`src/rtl/sha256_pkg.sv`:
```
// sha256_pkg: shared constants and FSM state type for the SHA-256 message padder.
//   BLOCK_WORDS  32-bit words per 512-bit block
//   LEN_FIELD_W  width of the trailing message-length field
//   PAD_BYTE     first padding byte appended after the message
package sha256_pkg;
  localparam int unsigned BLOCK_WORDS = 16;
  localparam int unsigned LEN_FIELD_W = 64;
  localparam logic [7:0]  PAD_BYTE    = 8'h80;

  typedef enum logic [2:0] {
    IDLE,
    FILL,
    EMIT,
    WAIT,
    PADX
  } pad_state_t;
endpackage

```
`src/rtl/sha256_pad_word.sv`:
```
// sha256_pad_word: combinational last-word formatter.
//   data   big-endian message word, first byte in [31:24]
//   bytes  number of valid leading bytes (0..4; values above 4 act as 4)
//   word   valid bytes kept, PAD_BYTE at byte position 'bytes', remaining bytes zero
module sha256_pad_word
  import sha256_pkg::*;
(
  input  logic [31:0] data,
  input  logic [2:0]  bytes,
  output logic [31:0] word
);

  always_comb begin
    word = '0;
    for (int unsigned b = 0; b < 4; b++) begin
      if (3'(b) < bytes) begin
        word[31 - 8*b -: 8] = data[31 - 8*b -: 8];
      end else if (3'(b) == bytes) begin
        word[31 - 8*b -: 8] = PAD_BYTE;
      end
    end
  end

endmodule

```
`src/rtl/sha256_padder.sv`:
```
// sha256_padder: assembles a 32-bit big-endian word stream into 512-bit blocks
// with FIPS 180-4 padding (0x80, zero fill, 64-bit bit length) for the SHA-256 core.
//   clk, rst_n                  clock, asynchronous active-low reset
//   in_data/in_valid/in_ready   word stream handshake
//   in_last/in_bytes            final word marker and its valid byte count (0..4)
//   block_out                   assembled block, word 0 in [511:480]
//   start_block/block_valid     one-cycle pulse per block issued to the core
//   core_busy/comp_done         core status; a new block waits for comp_done
//   first_block                 block_out holds the first block of a message
//   msg_done                    pulse after the final block completes
// Optional: define SHA256_PAD_BLKCNT_EN to add blk_cnt[15:0], a saturating
// count of blocks issued for the current message.
module sha256_padder
  import sha256_pkg::*;
#(
  parameter int unsigned LEN_W = 64
) (
  input  logic         clk,
  input  logic         rst_n,
  input  logic [31:0]  in_data,
  input  logic         in_valid,
  input  logic         in_last,
  input  logic [2:0]   in_bytes,
  output logic         in_ready,
  output logic [511:0] block_out,
  output logic         start_block,
  output logic         block_valid,
  input  logic         core_busy,
  input  logic         comp_done,
  output logic         first_block,
`ifdef SHA256_PAD_BLKCNT_EN
  output logic         msg_done,
  output logic [15:0]  blk_cnt
`else
  output logic         msg_done
`endif
);

  pad_state_t       state_q;
  logic [31:0]      words_q [BLOCK_WORDS];
  logic [3:0]       idx_q;
  logic [LEN_W-1:0] len_q;
  logic             pad_extra_q;
  logic             p16_q;
  logic             final_q;

  logic                   take;
  logic [3:0]             bidx;
  logic [LEN_W-1:0]       blen;
  logic [2:0]             nb;
  logic                   full_last;
  logic [4:0]             p;
  logic [5:0]             add;
  logic [LEN_W-1:0]       new_len;
  logic [LEN_FIELD_W-1:0] len_field_new;
  logic [LEN_FIELD_W-1:0] len_field_q;
  logic [31:0]            pad_word;

  // in_ready is only high in IDLE/FILL, so take implies one of those states.
  // A word taken in IDLE sees a cleared index and length in the same cycle.
  assign take          = in_valid & in_ready;
  assign bidx          = (state_q == IDLE) ? '0 : idx_q;
  assign blen          = (state_q == IDLE) ? '0 : len_q;
  assign nb            = (in_bytes > 3'd4) ? 3'd4 : in_bytes;
  assign full_last     = (nb == 3'd4);
  // p: word index holding the 0x80 byte (16 means it spills into a fresh block)
  assign p             = {1'b0, bidx} + {4'b0, full_last};
  assign add           = in_last ? {nb, 3'b000} : 6'd32;
  assign new_len       = blen + LEN_W'(add);
  assign len_field_new = LEN_FIELD_W'(new_len);
  assign len_field_q   = LEN_FIELD_W'(len_q);

  sha256_pad_word u_pad_word (
    .data  (in_data),
    .bytes (nb),
    .word  (pad_word)
  );

  always_comb begin
    block_out = '0;
    for (int unsigned i = 0; i < BLOCK_WORDS; i++) begin
      block_out[511 - 32*i -: 32] = words_q[i];
    end
  end

  always_ff @(posedge clk or negedge rst_n) begin
    if (!rst_n) begin
      state_q     <= IDLE;
      in_ready    <= 1'b0;
      start_block <= 1'b0;
      block_valid <= 1'b0;
      msg_done    <= 1'b0;
      first_block <= 1'b0;
      idx_q       <= '0;
      len_q       <= '0;
      pad_extra_q <= 1'b0;
      p16_q       <= 1'b0;
      final_q     <= 1'b0;
      for (int unsigned i = 0; i < BLOCK_WORDS; i++) begin
        words_q[i] <= '0;
      end
    end else begin
      start_block <= 1'b0;
      block_valid <= 1'b0;
      msg_done    <= 1'b0;
      unique case (state_q)
        IDLE, FILL: begin
          if (state_q == IDLE) begin
            first_block <= 1'b1;
            idx_q       <= '0;
            len_q       <= '0;
            in_ready    <= 1'b1;
          end
          if (take) begin
            len_q   <= new_len;
            state_q <= FILL;
            if (!in_last) begin
              words_q[bidx] <= in_data;
              idx_q         <= bidx + 4'd1;
              if (bidx == 4'(BLOCK_WORDS - 1)) begin
                final_q     <= 1'b0;
                pad_extra_q <= 1'b0;
                p16_q       <= 1'b0;
                in_ready    <= 1'b0;
                state_q     <= EMIT;
              end
            end else begin
              for (int unsigned i = 0; i < BLOCK_WORDS; i++) begin
                if (5'(i) == {1'b0, bidx}) begin
                  words_q[i] <= pad_word;
                end else if (5'(i) == p) begin
                  words_q[i] <= {PAD_BYTE, 24'h0};
                end else if (5'(i) > p) begin
                  words_q[i] <= '0;
                end
              end
              if (p <= 5'd13) begin
                words_q[BLOCK_WORDS-2] <= len_field_new[63:32];
                words_q[BLOCK_WORDS-1] <= len_field_new[31:0];
              end
              final_q     <= (p <= 5'd13);
              pad_extra_q <= (p >= 5'd14);
              p16_q       <= (p == 5'd16);
              in_ready    <= 1'b0;
              state_q     <= EMIT;
            end
          end
        end
        EMIT: begin
          if (!core_busy) begin
            start_block <= 1'b1;
            block_valid <= 1'b1;
            state_q     <= WAIT;
          end
        end
        WAIT: begin
          if (comp_done) begin
            first_block <= 1'b0;
            if (pad_extra_q) begin
              state_q <= PADX;
            end else if (final_q) begin
              msg_done <= 1'b1;
              in_ready <= 1'b1;
              state_q  <= IDLE;
            end else begin
              idx_q    <= '0;
              in_ready <= 1'b1;
              state_q  <= FILL;
            end
          end
        end
        PADX: begin
          for (int unsigned i = 0; i < BLOCK_WORDS; i++) begin
            words_q[i] <= '0;
          end
          if (p16_q) begin
            words_q[0] <= {PAD_BYTE, 24'h0};
          end
          words_q[BLOCK_WORDS-2] <= len_field_q[63:32];
          words_q[BLOCK_WORDS-1] <= len_field_q[31:0];
          pad_extra_q <= 1'b0;
          final_q     <= 1'b1;
          state_q     <= EMIT;
        end
        default: state_q <= IDLE;
      endcase
    end
  end

`ifdef SHA256_PAD_BLKCNT_EN
  always_ff @(posedge clk or negedge rst_n) begin
    if (!rst_n) begin
      blk_cnt <= '0;
    end else if (state_q == WAIT && comp_done && !pad_extra_q && final_q) begin
      blk_cnt <= '0;
    end else if (state_q == EMIT && !core_busy && blk_cnt != '1) begin
      blk_cnt <= blk_cnt + 16'd1;
    end
  end
`endif

endmodule

```
`config.mk`:
```
export PLATFORM = sky130hd
export DESIGN_NAME = sha256_padder
export DESIGN_NICKNAME = d
export VERILOG_FILES = /design/src/rtl/sha256_pkg.sv /design/src/rtl/sha256_pad_word.sv /design/src/rtl/sha256_padder.sv
export SDC_FILE = /design/constraint.sdc
export NUM_CORES = 1
export LEC_CHECK = 0
export ABC_AREA = 0
export BUFFER_PORTS_ARGS = -buffer_cell sky130_fd_sc_hd__buf_2
export CAP_MARGIN = 0
export CORE_ASPECT_RATIO = 1.4
export CORE_MARGIN = 1
export CORE_UTILIZATION = 50
export DETAILED_ROUTE_END_ITERATION = 8
export GPL_TIMING_DRIVEN = 0
export PLACE_DENSITY_LB_ADDON = 0.2
export SLEW_MARGIN = 20
export SYNTH_ARGS = -nofsm -noshare
export SYNTH_HDL_FRONTEND = slang
export SYNTH_SLANG_ARGS = --single-unit
```
`constraint.sdc`:
```
create_clock -name clk -period 4.2 [get_ports clk]
set_clock_uncertainty 0.2 [all_clocks]
set_input_delay 0.42 -clock clk [delete_from_list [all_inputs] [get_ports clk]]
set_output_delay 0.42 -clock clk [all_outputs]
set_load 0.03 [all_outputs]
```
* Yosys cells after proc, flatten, opt, wreduce, memory -nomap -nowiden
Index checks and enable logic that the tools add are counted.
** Word-level totals
- Flip-flop bits (word level) :: 590
- Input port bits :: 41
- Output and inout port bits :: 517
- Logic and storage cells :: 257
** Cells by class
- Add/subtract/negate cells :: 3
- $lt $le $gt $ge :: 25
- Equality and inequality tests :: 63
- Multiplexer cells :: 107
- Bitwise operators :: 2
- Reductions and logical operators :: 31
** Operator list (count)
- $mux 32 :: 50
- $mux 512 :: 2
- $pmux 512 s2 :: 1
- $bwmux 512 :: 1
- $mux 64 :: 3
- $demux 32 s4 :: 1
- $ne 5x5->1 const B :: 14
- $add 64x6->64 :: 1
- $mux 8 :: 8
- $reduce_and 3->1 :: 21
- $eq 4x5->1 const A :: 8
- $gt 4x5->1 const A :: 8
- $eq 4x4->1 const A :: 8
- $mux 4 :: 6
- $mux 1 :: 21
- $eq 3x5->1 const A :: 4
- $gt 3x5->1 const A :: 4
- $mux 3 :: 6
- $eq 3x4->1 const A :: 4
- $ne 2x2->1 const B :: 6
- $ne 6x6->1 const B :: 2
- $pmux 3 s4 :: 1
- $eq 2x5->1 const A :: 2
- $gt 1x5->1 const A :: 2
- 34 further kinds :: 47

* Logic depth before layout (Yosys ltp)
- Depth in word-level cells :: 12
- Gate-level depth with buffers :: 18
- Depth with buffers taken out :: 10

* Hierarchy
From an unflattened synthesis, not the netlist that was laid out.
** Unflattened totals
- Cell total of the unflattened synthesis :: 2708
- Area total of the unflattened synthesis :: 27592.7 um^2
** Modules (own cells, without submodules)
- sha256_padder :: instances 1, cells an instance 2669, area each 27337.5 um^2, seq. area each 14764.2 um^2
- sha256_pad_word :: instances 1, cells an instance 39, area each 255.2 um^2, seq. area each 0.0 um^2

* Least setup slack after synthesis
OpenSTA, ideal clock, no wires.
- Path type :: register -> register
- Start :: register state_q[1]
- End :: register words_q (netlist bit block_out[59])
- Library setup time :: 0.132 ns
- Arrival :: 3.510 ns
- Required time :: 3.868 ns
- Path slack :: 0.358 ns
- Cell stages (with the launch flop) :: 19
- Path buffers :: 8
- Clock period less this slack :: 3.842 ns
- Cells stage by stage :: dfrtp_1 -> buf_4 -> or3_1 -> buf_2 -> buf_2 -> buf_1 -> clkbuf_1 -> nand2_1 -> inv_1 -> ha_1 -> buf_2 -> nor2b_1 -> o211ai_1 -> o41ai_2 -> a21oi_1 -> buf_2 -> buf_2 -> nor2_1 -> a21oi_1
** On the way
- Cells in the longest elaborated chain, start to end :: 11
- Elaborated cells on any way between the ends :: 29
- Classes of those cells :: add/sub (2); order compare (4); eq/ne (6); mux (11); bitwise (1); reduce/logical (5)
** Ends and longest elaborated chain
- from (decl) :: line sha256_padder.sv:39 : pad_state_t state_q;
- from (signal assigned) :: line sha256_padder.sv:88 : state_q <= IDLE;
- from (signal assigned) :: line sha256_padder.sv:116 : state_q <= FILL;
- from (signal assigned) :: line sha256_padder.sv:125 : state_q <= EMIT;
- branches (longest 11 deep; another with $add 64x6->64)
- to (signal, indexed assignment) :: line sha256_padder.sv:118 : words_q[bidx] <= in_data;
- to (signal, indexed assignment) :: line sha256_padder.sv:130 : words_q[i] <= pad_word;
- to (signal, indexed assignment) :: line sha256_padder.sv:132 : words_q[i] <= {PAD_BYTE, 24'h0};
- to (decl) :: line sha256_padder.sv:40 : logic [31:0] words_q [BLOCK_WORDS];
Several ways; the timed one is not identified. The select of a mux whose other input is x is not followed.
A chain may end at the register's enable or synchronous reset.

* Final worst setup path
- Start :: register state_q[1]
- End :: register len_q[37], in the netlist len_field_q[37]
** On the way
- Cells in the longest elaborated chain, start to end :: 4
- Elaborated cells on any way between the ends :: 6
- Classes of those cells :: add/sub (1); eq/ne (1); mux (2); reduce/logical (2)
** Ends and longest elaborated chain
- $logic_not 3->1 :: line sha256_padder.sv:63, sha256_padder.sv:106, sha256_padder.sv:108
- $mux 64
- $add 64x6->64 :: line sha256_padder.sv:69 : assign new_len = blen + LEN_W'(add);
- $mux 64 :: line sha256_padder.sv:114 : if (take) begin
- to (signal assigned) :: line sha256_padder.sv:115 : len_q <= new_len;
- to (decl) :: line sha256_padder.sv:42 : logic [LEN_W-1:0] len_q;
Parallel ways exist; a longest one is shown, timed or not.

==> run_results.csv <==
group,metric,value,unit
outcome,outcome,"complete, but fails checks",
outcome,violations,"negative setup slack",
logic_synthesis,yosys_warnings,0,
critical_path,end_kind,"flop",
floorplan,dieHeight,279,um
placed_design,gp_congestion,1.04,
clocking,cts_num_sinks,590,
sta,fin_crit,4.25,ns
critical_path,cp_top_family,"simple AND/OR/NAND/NOR gates",
critical_path,r2r_setup_slack,-0.05,ns
logic_synthesis,synth_cell_types,93,
floorplan,rows,101,
logic_synthesis,ys.flop_type,"dfrtp_1",
placed_design,port_buffers,555,
logic_synthesis,synth_area,0.0273,mm2
logic_synthesis,yosys.area.top_type,"dfrtp_1",
routing,dr.pass1.iters,6,
grt,grt_max_degree,108,
routing,drtAntennaViolNets,0,
routing,wl_per_cell,33.3,um
critical_path,path_cells,"buf_6 -> buf_2 -> nor2_2 -> nand2_1 -> nor2_1 -> clkbuf_1 -> a21oi_1 -> o32ai_1",
clocking,cts_buffer_depth,3,
logic_synthesis,synth_top_area_share,54.0,%
logic_synthesis,ys_async_sr_fraction,100,%
floorplan,io-pin-count,558,
cells_and_area,num-fill-cells,4496,
floorplan,die_x,200,um
clocking,clk_pin_slew_worst_paths,0.07,ns
sta,rsz0062_at_grt,"true",
floorplan,initial_core_util,50.5,%
routing,first_iter_violations,3366,
critical_path,arrival,4.49,ns
floorplan,die_area,0.0556,mm2
grt,grt_first_pass_wirelength,197000,um
clocking,htreeDepth,2,
sta,holdWs,0.0349,ns
cells_and_area,area_growth,25.4,%
cells_and_area,drive_gt1_share,27.3,%
critical_path,cp_slowest_cell,"clkbuf_1",
critical_path,crit_path_start_kind,"flop",
cells_and_area,final_nets,3522,
clocking,cts_buffers,54,
logic_synthesis,synth_edf_count,0,
pwr,total_leakage_power,16.6,nW
cells_and_area,final_common_cell,"buf_2",
routing,vias,28400,
sta,worst_pin_slew,1.26,ns
job,maxCapViolations,0,
critical_path,crit_required,4.45,ns
routing,drc,0,
critical_path,path_buf_inv,3,
grt,grt_pass1_vias,27600,
sta,finalWorstSetupSlack,-0.0476,ns
logic_synthesis,ys_seq_elements,590,
logic_synthesis,syn-num-nets,2870,
critical_path,crit_type,"reg -> reg",
logic_synthesis,synth_area_per_cell,9.70,um2
critical_path,cpPeakStageDelay,0.79,ns
clocking,cts_root_buffer,"clkbuf_16",
cells_and_area,layout_common_cells,"buf_2 (610), dfrtp_1 (589), nand2_1 (463), o21ai_0 (356), nor2_1 (155)",
sta,finalSetupTns,-0.0485,ns
grt,antenna_found_initial,10,
logic_synthesis,yosysSeqAreaShare,54.0,%
pwr,peakVddDrop,0.430,mV
clocking,clk_latency,0.64,ns
logic_synthesis,netlist_instances,2819,
routing,viasPerCell,6.70,
logic_synthesis,synthTopCellsByArea,"dfrtp_1 (54%), o21ai_0 (6.6%), nand2_1 (6.4%)",
sta,finalCritPeriodShare,101,%
sta,drv_slew,0,
hold_path,min_path_type,"in -> reg",
sta,timing.max_slew.rel_slack,16.0,%
clocking,cts_tree,"built",
critical_path,path_max_fanout,10,
grt,gr-usage-all-layers,50.2,%
sta,fmaxAchievable,235,MHz
placed_design,dp_hpwl,104000,um
pwr,power_density,555,mW/mm2
routing,drt-total-wl,141000,um
cells_and_area,multiInputGateArea,0.0120,mm2
cells_and_area,seq_area,0.0148,mm2
sta,hold_violations,0,
grt,grt-ovfl-total,0,
sta,finalSetupViolations,2,
floorplan,core,0.0541,mm2
-- metrics by stage --
stage / cells / util [%] / setup slack, ns / power [W] / instance area (um2)
detailed placement: 4104 / 57.8 / -2.48 / 0.0132 / 31200
finish: 4244 / 63.4 / -0.0476 / 0.0190 / 34300
global route: 4237 / 63.4 / -0.0839 / 0.0194 / 34300
CTS: 4228 / 62.7 / 0.00169 / 0.0186 / 33900
global placement: 4095 / 57.3 / -9.17 / 0.0131 / 31000
floorplan: 2819 / - / 0.358 / 0.0105 / 27300
-- repair_timing --
item,in CTS,in global routing
endpoints found under the hold margin,190,0
hold buffers,6,0
setup buffers,21,9
gates resized for setup,119,71
pin swaps,15,16
setup endpoints to repair,579,425
-- cell usage after synthesis, types with 16 or more instances --
| cell type | number |
|---|---|
| a31oi_1 | 42 |
| nor3_1 | 67 |
| nand3_1 | 69 |
| dfrtp_1 | 590 |
| o22ai_1 | 23 |
| o31ai_1 | 40 |
| mux2_2 | 37 |
| mux2i_1 | 17 |
| a22o_1 | 29 |
| and3_1 | 26 |
| nand2_1 | 468 |
| nand4_1 | 47 |
| nor4_1 | 29 |
| a21oi_1 | 106 |
| a32o_1 | 100 |
| a21o_1 | 37 |
| inv_1 | 23 |
| xnor2_1 | 16 |
| o21ai_0 | 361 |
| and2_1 | 23 |
| buf_2 | 66 |
| a221oi_1 | 29 |
| nor2_1 | 168 |
| clkbuf_1 | 162 |
-- worst paths after layout --
check,startpoint,endpoint,cells after the start
setup / recovery,state_q[1],len_field_q[37],8
hold / removal,in_data[24],block_out[216],2
setup reg to reg,state_q[1],len_field_q[37],8
hold reg to reg,block_out[42],block_out[42],2
max in group asynchronous,rst_n,block_out[412],5
min in group asynchronous,rst_n,block_out[16],2
-- where the power goes --
part	total, W	internal (W)	switching [W]
logic	0.00677	0.00160	0.00516
registers	0.00696	0.00641	0.000546
clock network	0.00529	0.00291	0.00238
-- final cells by class --
type                       count  share of cell area (%)
clock buffer                  79                    4.65
tap                          721                    2.63
buffer                       248                    3.53
antenna                        7                  0.0511
clock inverter                22                   0.865
inverter                      23                   0.252
sequential                   590                    43.1
multi-input combinational   1953                    35.1
timing repair buffer         601                    9.81
-- layer usage --
layer	vias up	share of wire, %	track usage, %	wire length, um
met3	785	11	15.2	15700
met4	6	11	48.7	16200
met2	2215	46	78.5	64500
met1	13900	32	53.1	44800
met5	-	0.023	0	32
li1	11600	-	-	-
-- sequential cells by signal, summed over array words and instances (netlist names) --
name / cells
p16_q: 1
first_block: 1
in_ready: 1
msg_done: 1
state_q: 3
block_valid: 1
block_out: 512
pad_extra_q: 1
final_q: 1
len_field_q: 64
idx_q: 4
-- logic make-up after synthesis --
logic type,after synthesis,synth area share (%)
AOI/OAI and AO/OA,882,21.4
xor gates and xnor gates,25,0.801
adders and majority gates,10,0.485
buffers and inverters,276,4.32
DFF,590,54.0
muxes,54,2.15
and+or+nand+nor,982,16.9
Power figures use the tool's default switching activity.
